### src/rtl/pht_access_scheduler.sv
// rtl/pht_access_scheduler.sv - shares one single-port PHT RAM between lookups and queued counter updates
// Optional macro PHT_HAZARD_EN: hold lookups whose address aliases a queued update.
module pht_access_scheduler #(
  parameter int K      = 4,
  parameter int M      = 4,
  parameter int N      = 2,
  parameter int QDEPTH = 4
) (
  input  logic                       clk,
  input  logic                       reset,
  input  logic                       pred_valid,
  output logic                       pred_ready,
  input  logic [K-1:0]               pred_index,
  output logic                       resp_valid,
  output logic                       resp_taken,
  output logic [M-1:0]               resp_bhr,
  input  logic                       upd_valid,
  output logic                       upd_ready,
  input  logic [K-1:0]               upd_index,
  input  logic [M-1:0]               upd_bhr,
  input  logic                       upd_taken,
  output logic                       mem_en,
  output logic                       mem_we,
  output logic [K+M-1:0]             mem_addr,
  output logic [N-1:0]               mem_wdata,
  input  logic [N-1:0]               mem_rdata,
  output logic [M-1:0]               bhr,
  output logic [$clog2(QDEPTH):0]    q_count
);
  localparam int A  = K + M;
  localparam int PW = $clog2(QDEPTH);
  localparam int CW = PW + 1;

  typedef enum logic [1:0] {IDLE, PRED_RD, UPD_WB} state_t;

  state_t         r_state;
  logic [K-1:0]   r_q_index [QDEPTH];
  logic [M-1:0]   r_q_bhr   [QDEPTH];
  logic           r_q_taken [QDEPTH];
  logic [PW-1:0]  r_wr_ptr, r_rd_ptr;
  logic [CW-1:0]  r_count;
  logic [M-1:0]   r_bhr, r_snap, r_resp_bhr;
  logic           r_resp_valid, r_resp_taken;

  logic           w_full, w_empty, w_push, w_pop, w_hazard;
  logic           w_issue_pred, w_issue_upd, w_head_taken;
  logic [M-1:0]   w_bhr_next;
  logic [A-1:0]   w_head_addr, w_pred_addr;
  logic [N-1:0]   w_sat;

  assign w_full       = (r_count == CW'(QDEPTH));
  assign w_empty      = (r_count == '0);
  assign w_push       = upd_valid && !w_full;
  assign w_pop        = (r_state == UPD_WB);
  assign w_head_addr  = {r_q_bhr[r_rd_ptr], r_q_index[r_rd_ptr]};
  assign w_head_taken = r_q_taken[r_rd_ptr];
  assign w_pred_addr  = {r_bhr, pred_index};

  generate
    if (M == 1) begin : g_bhr1
      assign w_bhr_next = upd_taken;
    end else begin : g_bhrn
      assign w_bhr_next = {r_bhr[M-2:0], upd_taken};
    end
  endgenerate

`ifdef PHT_HAZARD_EN
  always_comb begin
    logic [PW-1:0] off;
    w_hazard = 1'b0;
    for (int i = 0; i < QDEPTH; i++) begin
      off = PW'(i) - r_rd_ptr;
      if (({1'b0, off} < r_count) && ({r_q_bhr[i], r_q_index[i]} == w_pred_addr))
        w_hazard = 1'b1;
    end
  end
`else
  assign w_hazard = 1'b0;
`endif

  // A full queue always wins so updates can never be starved by a stream of lookups.
  assign w_issue_upd  = !reset && (r_state == IDLE) &&
                        (w_full || (!w_empty && (!pred_valid || w_hazard)));
  assign w_issue_pred = !reset && (r_state == IDLE) && !w_full && pred_valid && !w_hazard;

  always_comb begin
    if (w_head_taken)
      w_sat = (&mem_rdata) ? mem_rdata : mem_rdata + N'(1);
    else
      w_sat = (|mem_rdata) ? mem_rdata - N'(1) : mem_rdata;
  end

  always_comb begin
    mem_en   = 1'b0;
    mem_we   = 1'b0;
    mem_addr = w_head_addr;
    if (w_issue_pred) begin
      mem_en   = 1'b1;
      mem_addr = w_pred_addr;
    end else if (w_issue_upd) begin
      mem_en   = 1'b1;
    end else if (!reset && r_state == UPD_WB) begin
      mem_en   = 1'b1;
      mem_we   = 1'b1;
    end
  end

  always_ff @(posedge clk) begin
    if (reset) begin
      r_state      <= IDLE;
      r_wr_ptr     <= '0;
      r_rd_ptr     <= '0;
      r_count      <= '0;
      r_bhr        <= '0;
      r_snap       <= '0;
      r_resp_valid <= 1'b0;
      r_resp_taken <= 1'b0;
      r_resp_bhr   <= '0;
    end else begin
      r_resp_valid <= 1'b0;
      if (w_push) begin
        r_q_index[r_wr_ptr] <= upd_index;
        r_q_bhr[r_wr_ptr]   <= upd_bhr;
        r_q_taken[r_wr_ptr] <= upd_taken;
        r_wr_ptr            <= r_wr_ptr + PW'(1);
        r_bhr               <= w_bhr_next;
      end
      if (w_pop)
        r_rd_ptr <= r_rd_ptr + PW'(1);
      r_count <= r_count + CW'(w_push) - CW'(w_pop);
      case (r_state)
        IDLE: begin
          if (w_issue_pred) begin
            r_snap  <= r_bhr;
            r_state <= PRED_RD;
          end else if (w_issue_upd) begin
            r_state <= UPD_WB;
          end
        end
        PRED_RD: begin
          r_resp_valid <= 1'b1;
          r_resp_taken <= mem_rdata[N-1];
          r_resp_bhr   <= r_snap;
          r_state      <= IDLE;
        end
        UPD_WB:  r_state <= IDLE;
        default: r_state <= IDLE;
      endcase
    end
  end

  assign mem_wdata  = w_sat;
  assign pred_ready = w_issue_pred;
  assign upd_ready  = !w_full;
  assign bhr        = r_bhr;
  assign q_count    = r_count;
  assign resp_valid = r_resp_valid;
  assign resp_taken = r_resp_taken;
  assign resp_bhr   = r_resp_bhr;
endmodule

### config.mk
export PLATFORM = sky130hd
export DESIGN_NAME = pht_access_scheduler
export DESIGN_NICKNAME = d
export VERILOG_FILES = /design/src/rtl/pht_access_scheduler.sv
export SDC_FILE = /design/constraint.sdc
export NUM_CORES = 1
export LEC_CHECK = 0
export BUFFER_PORTS_ARGS = -buffer_cell sky130_fd_sc_hd__buf_2
export CELL_PAD_IN_SITES_DETAIL_PLACEMENT = 1
export CELL_PAD_IN_SITES_GLOBAL_PLACEMENT = 1
export CORE_MARGIN = 2
export CORE_UTILIZATION = 48
export CTS_CLUSTER_DIAMETER = 60
export DETAILED_ROUTE_END_ITERATION = 7
export GPL_ROUTABILITY_DRIVEN = 0
export PLACE_DENSITY_LB_ADDON = 0.1
export SETUP_SLACK_MARGIN = 0.1
export SKIP_CTS_REPAIR_TIMING = 1
export SYNTH_ARGS = -nofsm -noshare
export SYNTH_HDL_FRONTEND = slang
export SYNTH_SLANG_ARGS = --single-unit
### constraint.sdc
create_clock -name clk -period 4.92 [get_ports clk]
set_clock_uncertainty 0.15 [all_clocks]
set_input_delay 1.476 -clock clk [delete_from_list [all_inputs] [get_ports clk]]
set_output_delay 1.476 -clock clk [all_outputs]
set_load 0.01 [all_outputs]
**Word level (Yosys, flattened, before mapping)**

Memory sizes are Yosys's and may differ from the RTL's. A register that Yosys moved wholly into a read port is not among the register bits.
Cells that the tools add are included.

- Flip-flop bits (word level): 23
- Memory bits (writable): 36
- Input bits: 19
- Output and inout port bits: 27
- Logic and storage cells: 64
- Memories: 3

Memories:

| name | words | bits a word | rd ports | clocked after memory_dff | wr ports | line | source |
|---|---|---|---|---|---|---|---|
| r_q_bhr | 4 | 4 | 1 | 1 | 1 | 38 | `logic [M-1:0] r_q_bhr [QDEPTH];` |
| r_q_index | 4 | 4 | 1 | 1 | 1 | 37 | `logic [K-1:0] r_q_index [QDEPTH];` |
| r_q_taken | 4 | 1 | 1 | 1 | 1 | 39 | `logic r_q_taken [QDEPTH];` |

- Add/sub/neg operators: 6
- Equality and inequality tests: 3
- Muxes and demuxes: 21
- Bitwise operators: 1
- Reduce and logical (&&, ||, !) cells: 20

Operators by type and width:

| kind | count |
|---|---|
| two-way mux 2 bit | 9 |
| two-way mux 1 bit | 11 |
| two-way mux 8 bit | 1 |
| logical AND 1 bit | 7 |
| adder 2 x 1 -> 2 bit, second input constant | 3 |
| logical NOT 1 bit | 4 |
| AND reduction 2 bit | 2 |
| OR reduction 2 bit | 2 |
| adder 3 x 1 -> 3 bit | 1 |
| == test 3 bit, second input constant | 1 |
| logical NOT 3 bit | 1 |
| OR reduction 3 bit | 1 |
| subtractor 3 x 1 -> 3 bit | 1 |
| == test 2 x 1 -> 1 bit, second input constant | 1 |
| == test 2 bit, second input constant | 1 |
| logical NOT 2 bit | 1 |
| nonzero test 2 bit | 1 |
| subtractor 2 x 1 -> 2 bit, second input constant | 1 |
| logical OR 1 bit | 1 |
| inverter 1 bit | 1 |

**Depth between registers and ports, before layout**

Gate-level depths: netlist (run 1).

- Depth after elaboration: 7
- Gate-level depth with buffers: 11
- Gate-level depth less buffers: 11

**Worst setup path after synthesis (run 1)**

OpenSTA, ideal clock, no wires.

- Path kind: input to output
- From: input reset
- To: output mem_addr[0]
- Arrival time: 2630 ps
- Data required time: 3294 ps
- Setup slack: 664 ps
- Stages on the path: 4
- Buffers on the path: 1
- Cell sequence: or4b_1 -> buf_6 -> nor2_8 -> mux2_4

- Longest elaborated chain between the ends: 5

Ends and longest elaborated chain:

| item | line | source |
|---|---|---|
| start, declared | 10 | `input logic reset,` |
| logical NOT 1 bit | 84 | `assign w_issue_pred = !reset && (r_state == IDLE) && !w_full && pred_valid && !w_hazard;` |
| logical AND 1 bit (3 in series) | 84 |  |
| net pred_ready | 12 | `output logic pred_ready,` |
| two-way mux 8 bit | 97 | `if (w_issue_pred) begin` |
| end, declared | 24 | `output logic [K+M-1:0] mem_addr,` |

The timed path passes the listed nets, and every way through them passes these cells.

**Worst setup path after layout (run 1)**

- From: input reset
- To: output mem_addr[4]

- Longest elaborated chain between the ends: 5

Ends and longest elaborated chain:

| item | line |
|---|---|
| logical NOT 1 bit | 84 |
| logical AND 1 bit (3 in series) | 84 |
| two-way mux 8 bit | 97 |

No other way between the ends.

==> reports/metrics.yaml, run 1 <==
vdd_ir_drop_max_mv: 0.224
overflow: 0
finalCritPeriodShare_pct: 93.6
cp_max_fo: 9
vias_per_cell: 5.31
syn_nets: 201
syn_area_per_cell_um2: 14.4
htreeDepth: 3
routed_wl_mm: 5.28
cts_buffers: 9
ios: 46
slowest_stage: "or4b_1"
maxCapViolCount: 0
cp.required_ns: 3.29
final_util_pct: 58.5
drive_above_1_share_pct: 35.5
dpl.cell_count: 285
grt_pass1_vias: 1705
start_util_pct: 49.5
cts.sinks: 61
clkTransAtPathRegs_ns: 0.06
dieArea_um2: 5860
slew_headroom_pct: 38.5
synth_edf_count: 36
clock_latency_ns: 0.33
fmax_mhz: 217
rows: 26
async_flop_share_pct: 0
dr.first_iter.drc_count: 67
power_mw: 1.30
fin_setup_tns_ns: 0
critPathCaptureType: "output port"
portBuffers: 45
rsz0062_at_grt: "false"
ys_seq_elements: 61
syn2layout_area_growth_pct: 18.2
core-area_um2: 5110
ys_seq_area_share_pct: 62.6
yosysUniqueCellTypes: 33
dr.pass1.iters: 4
layout.nets: 252
grt_pass1_wl_mm: 8.71
hold_viol_final: 0
die_h_um: 76.5
synth_area_leader_cell: "edfxtp_1"
cts_root_buf: "clkbuf_8"
fin_cells: 301
ys.flop_type: "edfxtp_1"
grt_max_degree: 31
remaining_drc_errors: 0
dp_hpwl_mm: 3.71
track_usage_pct: 19.6
final_cell_area_um2: 2990
die_w_um: 76.5
cts_tree: "done"
cpMostUsedCell: "buf_2"
worst_pin_slew_ns: 0.919
hold_path_class: "reg2reg"
synth_top_area_share_pct: 42.8
arrival_ns: 2.98
setup_viol: 0
outcome: "complete, no violations"
slew_violations: 0
vias: 1598
powerDensity_nw_per_um2: 434
critPathLaunchType: "primary input"
antenna_cells: 0
worstPathCellList: "buf_2 > or4b_1 > nor2_8 > mux2_4 > buf_2"
dp_slack_ns: 0.303
synthesis.area_um2: 2530
max_stage_delay_ns: 0.64
clockBufferDepth: 2
final.min_clock_period_ns: 4.60
synth_area_leaders: "edfxtp_1, dfxtp_1, mux4_2"
antenna_found_initial: 0
crit_type: "in2out"
synth_warnings: 0
finalWorstSetupSlack_ns: 0.317
place_area_um2: 2830
ant_nets: 0
leakage_nw: 1.15
crit_family: "simple AND/OR/NAND/NOR gates"
wire_per_inst_um: 17.5
syn_inst: 175
hold_slack_ns: 0.350
critPathBufInv: 2
[state kept, by name, indices dropped and copies added, names as in the netlist, named ones only]
signal and flops:
r_wr_ptr 2, q_count 3, r_q_index 16, r_q_bhr 16, bhr 4, resp_bhr 4
resp_valid 1, r_state 2, r_snap 4, r_rd_ptr 2, r_q_taken 4, resp_taken 1
[layer usage]
metal	track usage, %	vias to the layer above	part of all wire [%]
met3	5.33	9	4.2
met4	7.82	0	1.6
met2	32.8	41	52
met1	24.2	802	42
li1	-	746	-
met5	0	-	0
[Yosys cell counts (all sizes together) (2+ instances only)]
| cell type | instances |
|---|---|
| inv | 7 |
| nor2 | 14 |
| edfxtp | 36 |
| maj3 | 2 |
| buf | 4 |
| dfxtp | 25 |
| a21oi | 10 |
| xor2 | 2 |
| nand3 | 10 |
| ha | 6 |
| mux2 | 8 |
| mux2i | 5 |
| nor3b | 5 |
| mux4 | 9 |
| o21ai | 10 |
| nor2b | 4 |
| clkbuf | 6 |
[power breakdown]
| group | leakage (nW) | total [mW] | switching (mW) | internal, mW |
|---|---|---|---|---|
| Combinational | 0.538 | 0.304 | 0.154 | 0.150 |
| Sequential | 0.530 | 0.630 | 0.0466 | 0.583 |
| Clock | 0.0809 | 0.363 | 0.186 | 0.176 |
[placed cells by master, fill, tap and decap left out, types with 5 or more instances in the layout]
master	netlist	final
buf_2	2	45
edfxtp_1	36	36
dfxtp_1	25	25
nor2_1	13	13
nand3_1	10	10
o21ai_0	10	10
a21oi_1	10	10
mux4_2	9	9
clkbuf_8	0	9
mux2_4	8	8
inv_1	7	7
ha_1	6	6
mux2i_1	5	5
buf_4	0	5
[path summary, 6_finish.rpt]
path                       to  cells past startpoint  slack, ns        from
setup / recovery  mem_addr[4]                      5       0.32       reset
setup reg to reg   q_count[2]                     11       1.47  q_count[1]
hold reg to reg     r_snap[1]                      2       0.35   r_snap[1]
hold / removal      r_snap[1]                      2       0.35   r_snap[1]
[tightest hold or removal path: stages, from the launching register on]
cell and delay [ns]:
dfxtp_1 0.31, o21ai_0 0.07, a21oi_1 0.06
[kinds of logic (layout without fill, tap and decap cells)]
| kind of cell | Yosys count | in the layout | share of synthesized area, % |
|---|---|---|---|
| mux | 22 | 22 | 14.8 |
| compound gates | 22 | 22 | 4.56 |
| buf+inv | 17 | 73 | 2.92 |
| xor+xnor | 3 | 3 | 1.04 |
| simple gates | 41 | 41 | 9.56 |
| flops | 61 | 61 | 62.6 |
| fa+ha+maj | 9 | 9 | 4.56 |
[area by class of cell]
cell class	count	area [um^2]
flip-flops and latches	61	1580
inverters	7	26.3
fillers	526	2120
repair buffers	50	263
clock buffers	10	128
well taps	70	87.6
multi-input cells	97	871
clock inverters	6	30.0
Power figures use the tool's default switching activity.
==> run 2: changes to the inputs <==
--- a/config.mk
+++ b/config.mk
@@ -8,7 +8,6 @@
 export BUFFER_PORTS_ARGS = -buffer_cell sky130_fd_sc_hd__buf_2
 export CELL_PAD_IN_SITES_DETAIL_PLACEMENT = 1
 export CELL_PAD_IN_SITES_GLOBAL_PLACEMENT = 1
-export CORE_MARGIN = 2
 export CORE_UTILIZATION = 48
 export CTS_CLUSTER_DIAMETER = 60
 export DETAILED_ROUTE_END_ITERATION = 7
==> run 2 against run 1 <==
  * Combinational power rose by 2%
  * Core utilization rose by 2.1 points
  * Maximum frequency fell by 0.28%
  * First-iteration DRC count is 30% higher
  * Largest power group unchanged
  * Sequential power barely moved
==> reports/metrics.yaml, run 2 (same netlist as run 1, synthesis figures left out) <==
layout.nets: 253  # +0.40%
fmax_mhz: 217  # -0.28%
critPathCaptureType: "output port"
powerDensity_nw_per_um2: 469  # +8.1%
grt.busiest_layer: "met2"
cts_root_buf: "clkbuf_8"
cts_tree: "done"
overflow: 0  # unchanged
vias: 1573  # -1.6%
power_frac_clock_pct: 35.0  # +7.0 points
start_util_pct: 49.8  # +0.32 points
outcome: "complete, no violations"
core-area_um2: 5070  # -0.64%
grt_pass1_vias: 1645  # -3.5%
critPathLaunchType: "primary input"
reg2reg_from: "q_count[1]"
cp_max_fo: 9  # unchanged
grt_use_met1_pct: 25.8  # +1.5 points
crit_type: "in2out"
comb_power_share_pct: 21.5  # -1.9 points
dr.first_iter.drc_count: 87  # +30%
routed_wl_mm: 5.30  # +0.36%
portBuffers: 45  # unchanged
pwr-share-seq_pct: 43.6  # -5.0 points
clock_latency_ns: 0.32  # about the same
track_usage_pct: 20.5  # +0.89 points
clockBufferDepth: 2  # unchanged
use_met2_pct: 34.0  # +1.2 points
hp-start: "resp_taken"
cp.required_ns: 3.29  # about the same
place_area_um2: 2840  # +0.27%
leakage_nw: 1.20  # +4.1%
syn2layout_area_growth_pct: 21.8
wire_per_inst_um: 17.5  # about the same
grt_pass1_wl_mm: 7.99  # -8.3%
dp_hpwl_mm: 3.65  # -1.4%
drive_above_1_share_pct: 36.6  # +1.1 points
clkTransAtPathRegs_ns: 0.06  # about the same
hold_viol_final: 0  # unchanged
p_switching_mw: 0.385  # -0.43%
slew_violations: 0  # unchanged
rsz0062_at_grt: "false"
final_cell_mix: "buf_2, edfxtp_1, dfxtp_1"
slew_headroom_pct: 50.7  # +12 points
fin_setup_tns_ns: 0  # unchanged
die_h_um: 74.5  # -2.6%
vias_per_cell: 5.21  # -1.9%
cts_buffers: 9  # unchanged
worst_pin_slew_ns: 0.730  # -0.189 ns
htreeDepth: 3  # unchanged
maxCapViolCount: 0  # unchanged
ios: 46  # unchanged
antenna_cells: 0  # unchanged
final_cell_area_um2: 3080  # +3.0%
final.min_clock_period_ns: 4.62  # +0.0129 ns
hold_path_class: "reg2reg"
rows: 26  # unchanged
ant_nets: 0  # unchanged
setup_viol: 0  # unchanged
dieArea_um2: 5560  # -5.2%
antenna_found_initial: 0  # unchanged
mostFrequentLayoutCell: "buf_2"
gr-usage-met3_pct: 4.07  # -1.3 points
die_w_um: 74.5  # -2.6%
finalCritPeriodShare_pct: 93.8  # +0.26 points
remaining_drc_errors: 0  # unchanged
sw_frac_of_total_pct: 26.7  # -3.2 points
p_int_mw: 1.06  # +16%
cts.sinks: 61  # unchanged
arrival_ns: 2.99  # about the same
dr.pass1.iters: 5  # +1
vdd_ir_drop_max_mv: 0.292  # +30%
crit_path_start: "reset"
reg_top3: "r_q_bhr: 16 flops, r_q_index: 16 flops"
grt_max_degree: 31  # unchanged
run 2: metrics by stage:
step                      hold slack, ns  total power [mW]  std cells  worst slack, ns  utilization, %
after floorplan                    0.304             0.849        175            0.664               -
after global placement             0.318             0.932        286            0.348            55.9
after detailed placement           0.341             0.953        286            0.299            55.9
after CTS                          0.350              1.46        302            0.300            60.6
after global routing               0.376              1.52        302            0.255            60.6
final                              0.351              1.44        302            0.304            60.6
run 2: worst paths after layout:
path | to | slack [ns] | cells past startpoint
max | mem_addr[0] | 0.30 | 5
min | resp_taken | 0.35 | 2
max reg2reg | q_count[2] | 2.02 | 12
min reg2reg | resp_taken | 0.35 | 2
run 2: worst max-delay path, cell delays in order:
cell,delay (ns)
buf_2,0.10
or4b_1,0.64
nor2_8,0.30
mux2_4,0.33
buf_2,0.14
run 2: metal layers:
| metal | vias to the layer above | wire (um) |
|---|---|---|
| li1 | 749 | - |
| met1 | 779 | 2380 |
| met2 | 39 | 2670 |
| met3 | 6 | 179 |
| met4 | 0 | 68 |
| met5 | - | 0 |
run 2: power by group through the flow:
| stage | clock [mW] | sequential, mW | combinational [mW] |
|---|---|---|---|
| 5_1_grt | 0.540 | 0.638 | 0.340 |
| 4_1_cts | 0.520 | 0.631 | 0.314 |
| 2_1_floorplan | 0 | 0.627 | 0.222 |
| 3_5_place_dp | 0 | 0.642 | 0.311 |
| 6_report | 0.505 | 0.629 | 0.310 |
| 3_3_place_gp | 0 | 0.637 | 0.294 |
run 2: area by class of cell:
class                           instances  area [um^2]
Fill cell                             522         2000
Clock buffer                           14          205
Clock inverter                          2         35.0
Sequential cell                        61         1580
Multi-Input combinational cell         97          871
Tap cell                               70         87.6
Timing Repair Buffer                   51          270
Inverter                                7         26.3
